## src/rtl/arbitro_escrita_banco_if.sv

```systemverilog
// Write-request handshakes of the two producers plus the registered write port toward register_file.
interface arbitro_escrita_banco_if #(
    parameter int LARGURA_DADO = 32,
    parameter int LARGURA_END  = 5
);
    logic                    req0_valido;
    logic [LARGURA_END-1:0]  req0_endereco;
    logic [LARGURA_DADO-1:0] req0_dado;
    logic                    req0_pronto;
    logic                    req1_valido;
    logic [LARGURA_END-1:0]  req1_endereco;
    logic [LARGURA_DADO-1:0] req1_dado;
    logic                    req1_pronto;
    logic                    habilita_escrita;
    logic [LARGURA_END-1:0]  endereco_destino;
    logic [LARGURA_DADO-1:0] dado_escrita;

    modport master (
        output req0_valido, req0_endereco, req0_dado,
        output req1_valido, req1_endereco, req1_dado,
        input  req0_pronto, req1_pronto,
        input  habilita_escrita, endereco_destino, dado_escrita
    );

    modport slave (
        input  req0_valido, req0_endereco, req0_dado,
        input  req1_valido, req1_endereco, req1_dado,
        output req0_pronto, req1_pronto,
        output habilita_escrita, endereco_destino, dado_escrita
    );
endinterface

```

## src/rtl/arbitro_escrita_banco.sv

```systemverilog
// Round-robin arbiter for the register_file write port, with an optional pending-write
// scoreboard enabled by defining ARB_SCOREBOARD_EN.
module arbitro_escrita_banco #(
    parameter int LARGURA_DADO = 32,
    parameter int LARGURA_END  = 5
) (
    input  logic                   clk,
    input  logic                   reset,
    arbitro_escrita_banco_if.slave bus,
    input  logic                   reserva_valida,
    input  logic [LARGURA_END-1:0] reserva_endereco,
    input  logic [LARGURA_END-1:0] consulta_fonte1,
    input  logic [LARGURA_END-1:0] consulta_fonte2,
    output logic                   pendente_fonte1,
    output logic                   pendente_fonte2,
    output logic                   erro_reserva
);

    typedef enum logic {PRIO0, PRIO1} estado_t;

    estado_t                 estado;
    logic                    concede0;
    logic                    concede1;
    logic                    transfere;
    logic [LARGURA_END-1:0]  end_sel;
    logic [LARGURA_DADO-1:0] dado_sel;
    logic                    habilita_q;
    logic [LARGURA_END-1:0]  endereco_q;
    logic [LARGURA_DADO-1:0] dado_q;

    // A lone requester always wins; the state only breaks ties. Grants are masked in reset.
    always_comb begin
        concede0  = reset && bus.req0_valido && (!bus.req1_valido || estado == PRIO0);
        concede1  = reset && bus.req1_valido && (!bus.req0_valido || estado == PRIO1);
        transfere = concede0 || concede1;
        end_sel   = concede1 ? bus.req1_endereco : bus.req0_endereco;
        dado_sel  = concede1 ? bus.req1_dado : bus.req0_dado;
    end

    assign bus.req0_pronto      = concede0;
    assign bus.req1_pronto      = concede1;
    assign bus.habilita_escrita = habilita_q;
    assign bus.endereco_destino = endereco_q;
    assign bus.dado_escrita     = dado_q;

    // A grant to x0 is consumed but never enables the write.
    always_ff @(posedge clk or negedge reset) begin
        if (!reset) begin
            estado     <= PRIO0;
            habilita_q <= 1'b0;
            endereco_q <= '0;
            dado_q     <= '0;
        end else begin
            if (concede0) begin
                estado <= PRIO1;
            end else if (concede1) begin
                estado <= PRIO0;
            end
            habilita_q <= transfere && (end_sel != '0);
            if (transfere) begin
                endereco_q <= end_sel;
                dado_q     <= dado_sel;
            end
        end
    end

`ifdef ARB_SCOREBOARD_EN
    localparam int NUM_REG = 1 << LARGURA_END;

    logic [1:0]         contador [NUM_REG];
    logic [NUM_REG-1:0] inc_vec;
    logic [NUM_REG-1:0] dec_vec;
    logic               erro_q;

    always_comb begin
        inc_vec = '0;
        dec_vec = '0;
        if (reserva_valida && reserva_endereco != '0) begin
            inc_vec[reserva_endereco] = 1'b1;
        end
        if (transfere && end_sel != '0) begin
            dec_vec[end_sel] = 1'b1;
        end
    end

    // Simultaneous reserve and retire on one register cancel out; x0 is never marked.
    always_ff @(posedge clk or negedge reset) begin
        if (!reset) begin
            erro_q <= 1'b0;
            for (int i = 0; i < NUM_REG; i++) begin
                contador[i] <= 2'd0;
            end
        end else begin
            erro_q <= 1'b0;
            for (int i = 0; i < NUM_REG; i++) begin
                if (inc_vec[i] && !dec_vec[i]) begin
                    if (contador[i] == 2'd3) begin
                        erro_q <= 1'b1;
                    end else begin
                        contador[i] <= contador[i] + 2'd1;
                    end
                end else if (dec_vec[i] && !inc_vec[i] && contador[i] != 2'd0) begin
                    contador[i] <= contador[i] - 2'd1;
                end
            end
        end
    end

    assign pendente_fonte1 = (consulta_fonte1 != '0) && (contador[consulta_fonte1] != 2'd0);
    assign pendente_fonte2 = (consulta_fonte2 != '0) && (contador[consulta_fonte2] != 2'd0);
    assign erro_reserva    = erro_q;
`else
    logic unused_entradas;

    assign unused_entradas = ^{reserva_valida, reserva_endereco, consulta_fonte1, consulta_fonte2};
    assign pendente_fonte1 = 1'b0;
    assign pendente_fonte2 = 1'b0;
    assign erro_reserva    = 1'b0;
`endif

endmodule

```

## src/flat_wrapper.sv

```systemverilog
// flat-port wrapper written by rule: the top's interface ports become plain ports
module arbitro_escrita_banco_flat 
#(
    parameter int LARGURA_DADO = 32,
    parameter int LARGURA_END  = 5
)
  (clk, reset, reserva_valida, reserva_endereco, consulta_fonte1, consulta_fonte2, pendente_fonte1, pendente_fonte2, erro_reserva, bus_req0_valido, bus_req0_endereco, bus_req0_dado, bus_req1_valido, bus_req1_endereco, bus_req1_dado, bus_req0_pronto, bus_req1_pronto, bus_habilita_escrita, bus_endereco_destino, bus_dado_escrita);
  arbitro_escrita_banco_if #(.LARGURA_DADO(LARGURA_DADO), .LARGURA_END(LARGURA_END)) bus_i ();
  input  logic clk;
  input  logic reset;
  input  logic reserva_valida;
  input  logic [LARGURA_END-1:0] reserva_endereco;
  input  logic [LARGURA_END-1:0] consulta_fonte1;
  input  logic [LARGURA_END-1:0] consulta_fonte2;
  output logic pendente_fonte1;
  output logic pendente_fonte2;
  output logic erro_reserva;
  input wire logic [$bits(bus_i.req0_valido)-1:0] bus_req0_valido;
  input wire logic [$bits(bus_i.req0_endereco)-1:0] bus_req0_endereco;
  input wire logic [$bits(bus_i.req0_dado)-1:0] bus_req0_dado;
  input wire logic [$bits(bus_i.req1_valido)-1:0] bus_req1_valido;
  input wire logic [$bits(bus_i.req1_endereco)-1:0] bus_req1_endereco;
  input wire logic [$bits(bus_i.req1_dado)-1:0] bus_req1_dado;
  output wire logic [$bits(bus_i.req0_pronto)-1:0] bus_req0_pronto;
  output wire logic [$bits(bus_i.req1_pronto)-1:0] bus_req1_pronto;
  output wire logic [$bits(bus_i.habilita_escrita)-1:0] bus_habilita_escrita;
  output wire logic [$bits(bus_i.endereco_destino)-1:0] bus_endereco_destino;
  output wire logic [$bits(bus_i.dado_escrita)-1:0] bus_dado_escrita;
  assign bus_i.req0_valido = bus_req0_valido;
  assign bus_i.req0_endereco = bus_req0_endereco;
  assign bus_i.req0_dado = bus_req0_dado;
  assign bus_i.req1_valido = bus_req1_valido;
  assign bus_i.req1_endereco = bus_req1_endereco;
  assign bus_i.req1_dado = bus_req1_dado;
  assign bus_req0_pronto = bus_i.req0_pronto;
  assign bus_req1_pronto = bus_i.req1_pronto;
  assign bus_habilita_escrita = bus_i.habilita_escrita;
  assign bus_endereco_destino = bus_i.endereco_destino;
  assign bus_dado_escrita = bus_i.dado_escrita;
  arbitro_escrita_banco #(.LARGURA_DADO(LARGURA_DADO), .LARGURA_END(LARGURA_END)) u_core (.clk(clk), .reset(reset), .bus(bus_i), .reserva_valida(reserva_valida), .reserva_endereco(reserva_endereco), .consulta_fonte1(consulta_fonte1), .consulta_fonte2(consulta_fonte2), .pendente_fonte1(pendente_fonte1), .pendente_fonte2(pendente_fonte2), .erro_reserva(erro_reserva));
endmodule
```

## config.mk

```make
export PLATFORM = sky130hd
export DESIGN_NAME = arbitro_escrita_banco_flat
export DESIGN_NICKNAME = d
export VERILOG_FILES = /design/src/rtl/arbitro_escrita_banco_if.sv /design/src/rtl/arbitro_escrita_banco.sv /design/src/flat_wrapper.sv
export SDC_FILE = /design/constraint.sdc
export NUM_CORES = 1
export LEC_CHECK = 0
export BUFFER_PORTS_ARGS = -buffer_cell sky130_fd_sc_hd__buf_2
export CORE_ASPECT_RATIO = 0.7
export CORE_MARGIN = 1.5
export CORE_UTILIZATION = 40
export CTS_BUF_LIST = sky130_fd_sc_hd__clkbuf_8 sky130_fd_sc_hd__clkbuf_16
export DETAILED_ROUTE_END_ITERATION = 7
export PLACE_DENSITY = 0.77
export RECOVER_POWER = 50
export SLEW_MARGIN = 20
export SYNTH_ARGS = -nofsm -noshare
export SYNTH_HDL_FRONTEND = slang
export SYNTH_SLANG_ARGS = --single-unit
```

## constraint.sdc

```tcl
create_clock -name clk -period 1.55 [get_ports clk]
set_input_delay 0 -clock clk [delete_from_list [all_inputs] [get_ports clk]]
set_output_delay 0 -clock clk [all_outputs]
set_load 0.01 [all_outputs]
```

-- Word level (Yosys, flattened, before mapping)
Cells that the tools add are included.
- bitwise operators: 1
- reduce and logical (&&, ||, !) cells: 12
- multiplexer cells: 4
- operators with widths (cell ; count):
    2-to-1 mux 32 bit ; 1
    logical AND 1 bit ; 5
    2-to-1 mux 5 bit ; 1
    nonzero test 5 bit ; 1
    logical OR 1 bit ; 3
    logical NOT 1 bit ; 2
    2-to-1 mux 1 bit ; 2
    nonzero test 2 bit ; 1
    NOT 1 bit ; 1
- word-level logic and storage cells: 21
- bits in registers: 39

-- Depth between registers and ports, before layout
- depth in word-level cells: 6
- gate-level depth with buffers: 5
- mapped depth without buffers: 3

-- Least setup slack after synthesis
Ideal clock, no wire load.
- path kind: reg2reg
- start: register u_core.estado
- end: register u_core.dado_q[0], in the netlist u_core.bus.dado_escrita[0]
- path buffers: 2
- library setup time: 0.082 ns
- arrival: 1.046 ns
- cell stages (with the launch flop): 6
- path slack: 0.422 ns
- period minus slack after synthesis: 1.128 ns
- data required time: 1.468 ns
- path through: dfrtp_1 > and2b_1 > buf_4 > buf_6 > o21ai_1 > a31oi_1
- longest elaborated chain between the ends: 4
- RTL lines (item ; line ; RTL):
    start: declaration ; arbitro_escrita_banco.sv:21 ; estado_t estado;
    start signal: assignment ; arbitro_escrita_banco.sv:49 ; estado <= PRIO0;
    start signal: assignment ; arbitro_escrita_banco.sv:55 ; estado <= PRIO1;
    start signal: assignment ; arbitro_escrita_banco.sv:57 ; estado <= PRIO0;
    NOT 1 bit ; arbitro_escrita_banco.sv:33 ; concede0 = reset && bus.req0_valido && (!bus.req1_valido || estado == PRIO0);
    logical OR 1 bit ; arbitro_escrita_banco.sv:33 ;
    logical AND 1 bit ; arbitro_escrita_banco.sv:33 ;
    logical OR 1 bit ; arbitro_escrita_banco.sv:35 ; transfere = concede0 || concede1;
    end signal: assignment ; arbitro_escrita_banco.sv:62 ; dado_q <= dado_sel;
    end: declaration ; arbitro_escrita_banco.sv:29 ; logic [LARGURA_DADO-1:0] dado_q;
Several ways; a longest one is shown, not always the timed one.
A chain may end at the register's enable or synchronous reset.

-- Worst setup path after layout
- start: input port reset
- end: output port bus_req0_pronto
- longest elaborated chain between the ends: 2
- RTL lines (item ; line ; RTL):
    start: declaration ; flat_wrapper.sv:10 ; input logic reset;
    logical AND 1 bit (2 in a row) ; arbitro_escrita_banco.sv:33 ;
    end: declaration ; flat_wrapper.sv:24 ; output wire logic [$bits(bus_i.req0_pronto)-1:0] bus_req0_pronto;
No other way between the ends.

==> results.toml <==
[worst_setup_path]
startpoint_type = "input port"
rrSetupSlack_ns = 0.16
reg2reg_to = "u_core.bus.habilita_escrita"
cp.arrival_ns = 1.45
end_kind = "output pin"
r2r_cells = 5
crit_type = "in2out"
reg2reg_from = "u_core.estado"
crit_fanout = 15
required_ns = 1.55

[logic_synthesis]
synth_seq_cells = 39
synth-main-ff-cell = "dfrtp_1"
ys_async_sr_fraction_pct = 100
avgSynthCellArea_sq_um = 8.87
yosys_warnings = 0
synth.yosys.seq_area_share_pct = 47.8
synth_edf_count = 0
syn_inst = 230
ys_types = 23
syn_area_sq_um = 2040

[worst_hold_path]
hold-path-endpoint = "u_core.estado"
hold_depth = 3
holdCritStartpoint = "bus_req0_valido"
hold_path.class = "in2reg"

[sta]
fmax_mhz = 689
slew_viol_final = 0
fin_crit_sh_pct = 93.6
fin_skew_ns = 0.00195
fin_crit_ns = 1.45
whs_ns = 0.0401
final.setup.worst_slack_ns = 0.0989
final-hold-violation-count = 0
setup_viol = 0

[route]
wire_per_inst_um = 16.1
drt.antenna.violating_nets = 0
drt-vias-per-instance = 5.30
drt_iter0_drc = 171
drt-pass1-iter-count = 5
drt-total-wl_mm = 7.85
vias = 2582
drc = 0

[clocking]
cts.clk_slew.worst_paths_ns = 0.07
clk_path_buf_depth = 2
cts.sink_count = 39
clockRootBuffer = "clkbuf_8"
clk_latency_ns = 0.29
tritoncts = "done"
htree_levels = 2
numCtsBuffers = 5

[placement]
place_congestion = 0.745
hpwl_mm = 4.17
dp_slack_ns = 0.337
place_inst = 402
io_buffers = 117

[grt]
antenna_found_initial = 0
grt-ovfl-total = 0
track_usage_pct = 29.0
grt_max_degree = 40
grt_pass1_vias = 2589
grt_pass1_wl_mm = 12.4

[final_layout]
fin_cells = 487
finalNetCount = 511
syn_to_final_growth_pct = 70.0
drive_gt1_share_pct = 33.5
n_antenna_cell = 0

[pwr]
p_leak_nw = 1.56
power.density_nw_per_um2 = 820
ir_drop_mv = 0.419

[die]
io-pin-count = 137
die_x_um = 88.4
rows = 21
initial_utilization_pct = 42.2
design.core.area_sq_um = 4830
die_h_um = 62.8
fp.dieArea_sq_um = 5550

[job]
drv_cap = 0

[run_status]
outcome = "finished clean"
[cells in the mapped netlist, types with 2 or more instances]
cell type  count  area (sq um)
a31oi_1       38           238
buf_12         3          60.1
buf_2          6          30.0
buf_4          9          67.6
buf_6          3          33.8
clkbuf_1       4          15.0
clkbuf_4       2          15.0
dfrtp_1       39           976
nand3_1       37           185
nor2_1        39           146
o21ai_0       20           100
o21ai_1       18          90.1
or4_1          2          15.0
[layout make-up]
class / instances / area [sq um]
repair buffers: 205 / 1470
multi-input cells: 166 / 858
well taps: 69 / 86.3
flip-flops and latches: 39 / 976
clock inverters: 3 / 12.5
clock buffers: 5 / 68.8
fillers: 372 / 1370
[kinds of logic (layout without fill, tap and decap cells)]
logic type | after synthesis | in the layout | share of synthesized area (%)
other | 1 | 3 | 0.184
buffers and inverters | 27 | 213 | 10.9
flip-flops | 39 | 39 | 47.8
AO/OA/AOI/OAI | 79 | 79 | 22.2
AND/OR/NAND/NOR | 84 | 84 | 18.9
[metrics by stage]
stage / power (mW) / utilization (%) / setup TNS [ns] / instance area, sq um
6_report: 2.84 / 71.7 / 0 / 3470
5_1_grt: 3.02 / 71.7 / -0.000127 / 3470
4_1_cts: 2.80 / 71.1 / 0 / 3440
3_5_place_dp: 2.00 / 53.7 / 0 / 2590
3_3_place_gp: 1.98 / 53.7 / 0 / 2590
2_1_floorplan: 1.68 / - / 0 / 2050
[registers in the layout, summed over array words and instances (netlist names)]
register / count
u_core.bus.habilita_escrita: 1
u_core.estado: 1
u_core.bus.dado_escrita: 32
u_core.bus.endereco_destino: 5
[power by group]
part / internal (mW) / switching [mW] / total (mW) / leakage, nW
clock: 0.303 / 0.350 / 0.652 / 0.0505
sequential: 1.16 / 0.0791 / 1.24 / 0.436
combinational: 0.463 / 0.489 / 0.951 / 1.07
total: 1.93 / 0.917 / 2.84 / 1.56
[worst max path at each step]
stage	from	to
2_1_floorplan	u_core.estado	u_core.bus.dado_escrita[0]
3_3_place_gp	u_core.estado	u_core.bus.habilita_escrita
3_5_place_dp	u_core.estado	u_core.bus.dado_escrita[17]
4_1_cts	reset	bus_req0_pronto
5_1_grt	reset	bus_req0_pronto
6_report	reset	bus_req0_pronto
[cell usage in the layout, fill, tap and decap left out]
master         count
nand2_4            1
buf_2            117
a31oi_1           38
nor3_1             1
dlygate4sd3_1     76
nor2_1            39
buf_12             1
dfrtp_1           39
nor4_1             1
o21ai_0           20
inv_1              2
buf_4             10
and2b_2            1
a21oi_1            1
nand2b_1           1
nand3_1           37
conb_1             3
clkinv_2           1
o21ai_1           18
a211oi_2           1
or4_1              2
o21a_2             1
clkbuf_8           5
clkbuf_16          1
and2_4             1
[worst max-delay path, cell delays in order]
cell and delay [ns]:
dlygate4sd3_1 0.55, buf_2 0.20, buf_4 0.25, o21ai_0 0.18
nor2_1 0.12, buf_2 0.14
[timing repair]
item                                    4_1_cts  5_1_grt
resized for setup                             0        2
hold buffers                                 76        0
setup buffers                                 0        1
endpoints found under the setup margin        0        2
hold endpoints to repair                     77        0
[per-layer routing]
layer / vias up / track usage (%) / share of wire [%]
met5: - / 0 / 0
met4: 0 / 13.1 / 3.1
met3: 26 / 6.08 / 8.5
met2: 154 / 49.4 / 49
met1: 1200 / 35.0 / 39
li1: 1202 / - / -
Power figures use the tool's default switching activity.
